$ cat config.mk
export PLATFORM = sky130hd
export DESIGN_NAME = id_issue_scoreboard
export DESIGN_NICKNAME = d
export VERILOG_FILES = /design/src/rtl/id_issue_pkg.sv /design/src/rtl/id_scoreboard.sv /design/src/rtl/id_issue_scoreboard.sv
export SDC_FILE = /design/constraint.sdc
export NUM_CORES = 1
export LEC_CHECK = 0
export BUFFER_PORTS_ARGS = -buffer_cell sky130_fd_sc_hd__buf_4
export CORE_ASPECT_RATIO = 0.9
export CORE_MARGIN = 8
export CORE_UTILIZATION = 58
export DETAILED_ROUTE_END_ITERATION = 8
export PLACE_DENSITY = 0.92
export SKIP_CTS_REPAIR_TIMING = 1
export SLEW_MARGIN = 25
export SYNTH_ARGS = -nofsm -noshare
export SYNTH_HDL_FRONTEND = slang
export SYNTH_SLANG_ARGS = --single-unit
$ cat constraint.sdc
create_clock -name clk -period 9.88 [get_ports clk]
set_input_delay 1.976 -clock clk [delete_from_list [all_inputs] [get_ports clk]]
set_output_delay 1.976 -clock clk [all_outputs]
set_load 0.01 [all_outputs]
$ cat src/rtl/id_issue_pkg.sv
// id_issue_pkg: shared widths, the issue packet layout and the immediate
// sign-extension helper for the decode/issue stage.
//   OPC_W      opcode width (Inst[15:12])
//   IMM_W      raw immediate width at the IF/ID boundary
//   PKT_*      default datapath/register-address widths of an issue packet
package id_issue_pkg;

  localparam int OPC_W      = 4;
  localparam int IMM_W      = 8;
  localparam int PKT_DATA_W = 16;
  localparam int PKT_REG_AW = 4;

  typedef struct packed {
    logic [OPC_W-1:0]      opcode;
    logic [PKT_REG_AW-1:0] rs;
    logic [PKT_REG_AW-1:0] rt;
    logic [PKT_REG_AW-1:0] rd;
    logic                  we;
    logic [PKT_DATA_W-1:0] imm;
    logic [PKT_DATA_W-1:0] pc;
  } issue_pkt_t;

  // sel = 0: 4-bit arithmetic immediate; sel = 1: 8-bit load/save immediate.
  function automatic logic [PKT_DATA_W-1:0] sext(input logic [IMM_W-1:0] imm,
                                                 input logic             sel);
    if (sel) return {{(PKT_DATA_W-8){imm[7]}}, imm};
    return {{(PKT_DATA_W-4){imm[3]}}, imm[3:0]};
  endfunction

endpackage

$ cat src/rtl/id_scoreboard.sv
// id_scoreboard: per-register pending-write counters plus a total in-flight
// count. A register's counter is the number of issued writers to it that
// have not yet written back (or been flushed).
// Ports:
//   clk, rst_n        clock, asynchronous active-low reset
//   inc, inc_rd       one writer issued to inc_rd
//   dec_wb, wb_rd     one writer to wb_rd written back
//   dec_fl, fl_rd     one writer to fl_rd killed by flush
//   rs, rt            source registers being queried
//   busy_rs, busy_rt  source has a pending writer (tracked registers only)
//   full              in-flight count has reached MAX_INFLIGHT
module id_scoreboard #(
  parameter  int NUM_REGS     = 16,
  parameter  int MAX_INFLIGHT = 3,
  parameter  int R0_HARDWIRED = 0,
  localparam int REG_AW       = $clog2(NUM_REGS),
  localparam int CNT_W        = $clog2(MAX_INFLIGHT + 1)
) (
  input  logic              clk,
  input  logic              rst_n,
  input  logic              inc,
  input  logic [REG_AW-1:0] inc_rd,
  input  logic              dec_wb,
  input  logic [REG_AW-1:0] wb_rd,
  input  logic              dec_fl,
  input  logic [REG_AW-1:0] fl_rd,
  input  logic [REG_AW-1:0] rs,
  input  logic [REG_AW-1:0] rt,
  output logic              busy_rs,
  output logic              busy_rt,
  output logic              full
);

  logic [CNT_W-1:0]    cnt_q [NUM_REGS];
  logic [CNT_W-1:0]    cnt_d [NUM_REGS];
  logic [CNT_W-1:0]    inflight_q;
  logic [CNT_W-1:0]    inflight_d;
  logic [NUM_REGS-1:0] uflow;
  logic [NUM_REGS-1:0] oflow;

  function automatic logic tracked(input logic [REG_AW-1:0] r);
    return !(R0_HARDWIRED != 0 && r == '0);
  endfunction

  // All strobes land in the same cycle; a register can see +1, -1 and -1
  // together. Results clamp to [0, MAX_INFLIGHT]. inflight is rebuilt from
  // the clamped counts so it can never disagree with the array.
  always_comb begin
    int net;
    int total;
    net   = 0;
    total = 0;
    uflow = '0;
    oflow = '0;
    for (int i = 0; i < NUM_REGS; i++) begin
      net = int'(cnt_q[i]);
      if (inc    && tracked(inc_rd) && inc_rd == REG_AW'(i)) net = net + 1;
      if (dec_wb && tracked(wb_rd)  && wb_rd  == REG_AW'(i)) net = net - 1;
      if (dec_fl && tracked(fl_rd)  && fl_rd  == REG_AW'(i)) net = net - 1;
      uflow[i] = (net < 0);
      oflow[i] = (net > MAX_INFLIGHT);
      if (net < 0)                 net = 0;
      else if (net > MAX_INFLIGHT) net = MAX_INFLIGHT;
      cnt_d[i] = CNT_W'(net);
      total    = total + net;
    end
    if (total > MAX_INFLIGHT) total = MAX_INFLIGHT;
    inflight_d = CNT_W'(total);
  end

  always_ff @(posedge clk or negedge rst_n) begin
    if (!rst_n) begin
      for (int i = 0; i < NUM_REGS; i++) cnt_q[i] <= '0;
      inflight_q <= '0;
    end else begin
      for (int i = 0; i < NUM_REGS; i++) cnt_q[i] <= cnt_d[i];
      inflight_q <= inflight_d;
    end
  end

  always_ff @(posedge clk) begin
    if (rst_n) begin
      assert (uflow == '0) else $error("id_scoreboard: count underflow %h", uflow);
      assert (oflow == '0) else $error("id_scoreboard: count overflow %h", oflow);
    end
  end

  assign busy_rs = tracked(rs) && (cnt_q[rs] != '0);
  assign busy_rt = tracked(rt) && (cnt_q[rt] != '0);
  assign full    = (inflight_q == CNT_W'(MAX_INFLIGHT));

endmodule

$ cat src/rtl/id_issue_scoreboard.sv
// id_issue_scoreboard: decode/issue stage between IF/ID and EX. Stalls on
// RAW hazards using a pending-write scoreboard, limits in-flight writers,
// and holds the issued instruction in a registered ID/EX slot.
// Handshakes: a transfer happens on a cycle where valid && ready at the
// rising edge. in_valid/in_ready move IF/ID into the slot (one cycle later
// the slot shows it); out_valid/out_ready move the slot into EX, and EX
// must additionally treat flush as cancelling that transfer. While
// out_valid && !out_ready the slot payload does not change.
// Ports:
//   in_*        instruction from IF/ID, in_ready back-pressure
//   out_*       registered ID/EX slot, out_imm sign-extended to DATA_W
//   wb_valid/wb_rd  writeback retiring a writer
//   flush       kills the slot contents and blocks acceptance this cycle
//   hazard      RAW stall this cycle
//   stall_cnt   saturating count of cycles with in_valid && !in_ready
module id_issue_scoreboard
  import id_issue_pkg::*;
#(
  parameter  int DATA_W       = 16,
  parameter  int NUM_REGS     = 16,
  parameter  int MAX_INFLIGHT = 3,
  parameter  int R0_HARDWIRED = 0,
  parameter  int STALL_W      = 16,
  localparam int REG_AW       = $clog2(NUM_REGS)
) (
  input  logic               clk,
  input  logic               rst_n,
  input  logic               in_valid,
  output logic               in_ready,
  input  logic [OPC_W-1:0]   in_opcode,
  input  logic [REG_AW-1:0]  in_rs,
  input  logic [REG_AW-1:0]  in_rt,
  input  logic [REG_AW-1:0]  in_rd,
  input  logic               in_uses_rs,
  input  logic               in_uses_rt,
  input  logic               in_we,
  input  logic [IMM_W-1:0]   in_imm,
  input  logic               in_imm_sel,
  input  logic [DATA_W-1:0]  in_pc,
  output logic               out_valid,
  input  logic               out_ready,
  output logic [OPC_W-1:0]   out_opcode,
  output logic [REG_AW-1:0]  out_rs,
  output logic [REG_AW-1:0]  out_rt,
  output logic [REG_AW-1:0]  out_rd,
  output logic               out_we,
  output logic [DATA_W-1:0]  out_imm,
  output logic [DATA_W-1:0]  out_pc,
  input  logic               wb_valid,
  input  logic [REG_AW-1:0]  wb_rd,
  input  logic               flush,
  output logic               hazard,
  output logic [STALL_W-1:0] stall_cnt
);

  logic              busy_rs;
  logic              busy_rt;
  logic              full;
  logic              accept;
  logic              out_fire;
  logic [DATA_W-1:0] imm_ext;

  id_scoreboard #(
    .NUM_REGS     (NUM_REGS),
    .MAX_INFLIGHT (MAX_INFLIGHT),
    .R0_HARDWIRED (R0_HARDWIRED)
  ) u_sb (
    .clk     (clk),
    .rst_n   (rst_n),
    .inc     (accept && in_we),
    .inc_rd  (in_rd),
    .dec_wb  (wb_valid),
    .wb_rd   (wb_rd),
    .dec_fl  (flush && out_valid && out_we),
    .fl_rd   (out_rd),
    .rs      (in_rs),
    .rt      (in_rt),
    .busy_rs (busy_rs),
    .busy_rt (busy_rt),
    .full    (full)
  );

  always_comb begin
    if (in_imm_sel) imm_ext = {{(DATA_W-8){in_imm[7]}}, in_imm};
    else            imm_ext = {{(DATA_W-4){in_imm[3]}}, in_imm[3:0]};
  end

  // No writeback bypass: a register retiring this cycle still reads busy.
  assign hazard   = in_valid && ((in_uses_rs && busy_rs) || (in_uses_rt && busy_rt));
  assign in_ready = (!out_valid || out_ready) && !hazard && !full && !flush;
  assign accept   = in_valid && in_ready;
  assign out_fire = out_valid && out_ready && !flush;

  // Slot priority: flush kills, then a new accept (which may replace a
  // firing entry), then a plain fire empties, otherwise hold.
  always_ff @(posedge clk or negedge rst_n) begin
    if (!rst_n) begin
      out_valid  <= 1'b0;
      out_opcode <= '0;
      out_rs     <= '0;
      out_rt     <= '0;
      out_rd     <= '0;
      out_we     <= 1'b0;
      out_imm    <= '0;
      out_pc     <= '0;
    end else if (flush) begin
      out_valid <= 1'b0;
    end else if (accept) begin
      out_valid  <= 1'b1;
      out_opcode <= in_opcode;
      out_rs     <= in_rs;
      out_rt     <= in_rt;
      out_rd     <= in_rd;
      out_we     <= in_we;
      out_imm    <= imm_ext;
      out_pc     <= in_pc;
    end else if (out_fire) begin
      out_valid <= 1'b0;
    end
  end

  always_ff @(posedge clk or negedge rst_n) begin
    if (!rst_n) begin
      stall_cnt <= '0;
    end else if (in_valid && !in_ready && stall_cnt != '1) begin
      stall_cnt <= stall_cnt + STALL_W'(1);
    end
  end

endmodule

==> impl_metrics.env <==
export IMPL_ant_nets=0
export IMPL_drt_initial_drc_count=1005
export IMPL_die_h_um=187.6
export IMPL_layout_nets=3139
export IMPL_wl_mm=50.42
export IMPL_reg2reg_depth=40
export IMPL_worstSkewPairLatency_ps=360
export IMPL_synth_seq_cells=92
export IMPL_cts_buffers=9
export IMPL_synth_area_top_cells="fa_1 (41%), dfrtp_1 (12%), inv_1 (7.8%)"
export IMPL_layout_drive_gt1_share=0.1998
export IMPL_critPathArrivalTime_ps=11720
export IMPL_violations="negative setup slack"
export IMPL_synth_cell_types=85
export IMPL_vias=16051
export IMPL_dieArea_um2=38760
export IMPL_antenna_cells=0
export IMPL_ys_warnings_count=0
export IMPL_worstSetupStartpointType="input pin"
export IMPL_critical_path_class="input pin to flop"
export IMPL_status="finished with violations"
export IMPL_final_cell_mix="inv_1 (388), fa_1 (379), conb_1 (362)"
export IMPL_cap_violations=0
export IMPL_start_util=0.5828
export IMPL_timing_critical_path_from="in_rt[0]"
export IMPL_grt_pass1_wl_mm=83.00
export IMPL_synthMuxAreaShare=0.05230
export IMPL_grt_start_max_net_pins=81
export IMPL_cts_sinks=92
export IMPL_endpoint="u_sb.inflight_q[0]"
export IMPL_via_per_inst=5.308
export IMPL_report_final_slew_viol_count=0
export IMPL_clockBufferDepth=2
export IMPL_hold_violations=0
export IMPL_hpwl_mm=43.73
export IMPL_reg2reg_setup_slack_ps=-630
export IMPL_layout_setup_ws_ps=-1602
export IMPL_netlist_area_um2=18970
export IMPL_place_worst_setup_slack_ps=-1942
export IMPL_ioPinCount=122
export IMPL_hp_class="flop to flop"
export IMPL_ys_flop_type="dfrtp_1"
export IMPL_synthAdderAreaFrac=0.4746
export IMPL_synth_compound_area_share=0.09741
export IMPL_drtPass1Iterations=6
export IMPL_layout_commonest_cell="inv_1"
export IMPL_core_area_um2=32560
export IMPL_hold_slack_ps=487.6
export IMPL_rsz0062_at_grt="yes"
export IMPL_cts_max_level=3
export IMPL_setup_viol=2
export IMPL_crit_required_ps=10120
export IMPL_synth_top_area_cell="fa_1"
export IMPL_clock_skew_ps=8.119
export IMPL_max_slew_worst_pin_slew_ps=1017
export IMPL_die_x_um=206.6
export IMPL_gp_congestion=0.9746
export IMPL_synth_edf_count=0
export IMPL_syn_area_per_cell_um2=9.943
export IMPL_r2r_end="u_sb.inflight_q[0]"
export IMPL_syn2layout_area_growth_pct=26.22
export IMPL_grt_pass1_vias=17701
export IMPL_end_kind="flop"
export IMPL_synth_cells=1908
export IMPL_cts_root_buf="clkbuf_16"
export IMPL_synth_top_area_frac=0.4073
export IMPL_cp_max_fo=7
export IMPL_antenna_found_initial=0
export IMPL_clk_pin_slew_worst_paths_ps=70
export IMPL_cts_tree="yes"
export IMPL_slowest_stage="fa_1"
export IMPL_synth_top_family_by_area="adder cells"
export IMPL_max_stage_delay_ps=570
export IMPL_timing_final_crit_share=1.162
export IMPL_period_minus_slack_ps=11480
export IMPL_synthSimpleGateAreaFrac=0.1254
export IMPL_reg2reg_from="u_sb.cnt_q[30]"
export IMPL_grt_util_all_layers=0.2663
export IMPL_fmax_ghz=0.08709
export IMPL_drc=0
export IMPL_async_reset_ff_frac=1.000
export IMPL_wl_per_cell_um=16.67
export IMPL_fillers=2122
export IMPL_ys_seq_area_frac=0.1213
export IMPL_num_rows=63
export IMPL_yosys_area_share_xor_xnor=0.04135
export IMPL_overflow=0
export IMPL_slew_headroom=0.3161
export IMPL_io_buffers=121
[through the flow]
step	setup TNS (ps)	instance area, um2	instances	util
3_5_place_dp	-3868	23340	2993	0.7171
4_1_cts	-3187	23650	3009	0.7264
3_3_place_gp	-3287	23340	2993	0.7171
6_report	-3187	23950	3024	0.7355
5_1_grt	-3790	23950	3024	0.7355
2_1_floorplan	-2074	20450	2268	-
[synthesized netlist by cell type (all sizes together), types with 9 or more instances]
cell,instances
o31ai,11
inv,395
nor3b,9
a211oi,14
buf,16
a21oi,53
mux2,42
and3,13
nor2b,12
dfrtp,92
o21a,21
xor2,19
nand2,128
nand2b,21
ha,102
nand3,35
o21ai,51
or2,28
clkbuf,17
xnor2,68
mux2i,29
a21o,11
nor3,49
mux4,10
or3,13
nor2,112
a31oi,27
fa,386
[worst min path at each step]
stage                   from            end  slack, ps  depth (start not counted)
5_1_grt        stall_cnt[15]  stall_cnt[15]        520                          1
4_1_cts         stall_cnt[4]   stall_cnt[4]        490                          1
3_5_place_dp    stall_cnt[4]   stall_cnt[4]        480                          1
3_3_place_gp      out_imm[4]     out_imm[4]        470                          2
6_report        stall_cnt[4]   stall_cnt[4]        490                          1
2_1_floorplan  stall_cnt[11]  stall_cnt[11]        510                          1
[state kept, by name, indices dropped and copies added, names as in the netlist]
register	cells
out_rs	4
out_opcode	4
stall_cnt	16
out_rt	4
out_pc	16
out_imm	8
out_we	1
u_sb.inflight_q	2
u_sb.cnt_q	32
out_rd	4
out_valid	1
[per-layer routing]
metal | vias up | wire length (um) | share of wire | global-route usage
met5 | - | 0 | 0 | 0
met4 | 0 | 2856 | 0.057 | 0.1358
met3 | 223 | 3663 | 0.073 | 0.04140
met2 | 712 | 26310 | 0.52 | 0.4820
met1 | 7943 | 17590 | 0.35 | 0.2983
li1 | 7173 | - | - | -
[layout make-up]
class                   instances  area, um2  share of cell area
inverters                     395       1483             0.06192
clock buffers                   9      225.2            0.009405
clock inverters                 7      77.57            0.003240
multi-input cells            1748      16630              0.6946
well taps                     422      528.0             0.02205
repair buffers                351       2696              0.1126
flip-flops and latches         92       2302             0.09614
[cells by family after synthesis]
family                   count (synthesis)
AO/OA/AOI/OAI                          270
XOR/XNOR                                87
adder cells (fa/ha/maj)                488
buffers and inverters                  428
flip-flops                              92
multiplexers                            81
other                                    2
AND/OR/NAND/NOR                        460
[critical path: cells and delay by family]
family          cells  cell delay (ps)
compound gates      8             1810
fa+ha+maj          10             4000
buf+inv            10              770
mux                 3             1260
simple gates        9             1890
Power is left out: the tool's default activity adds up to more than one toggle a clock period on the data nets, which glitch-free logic cannot reach.
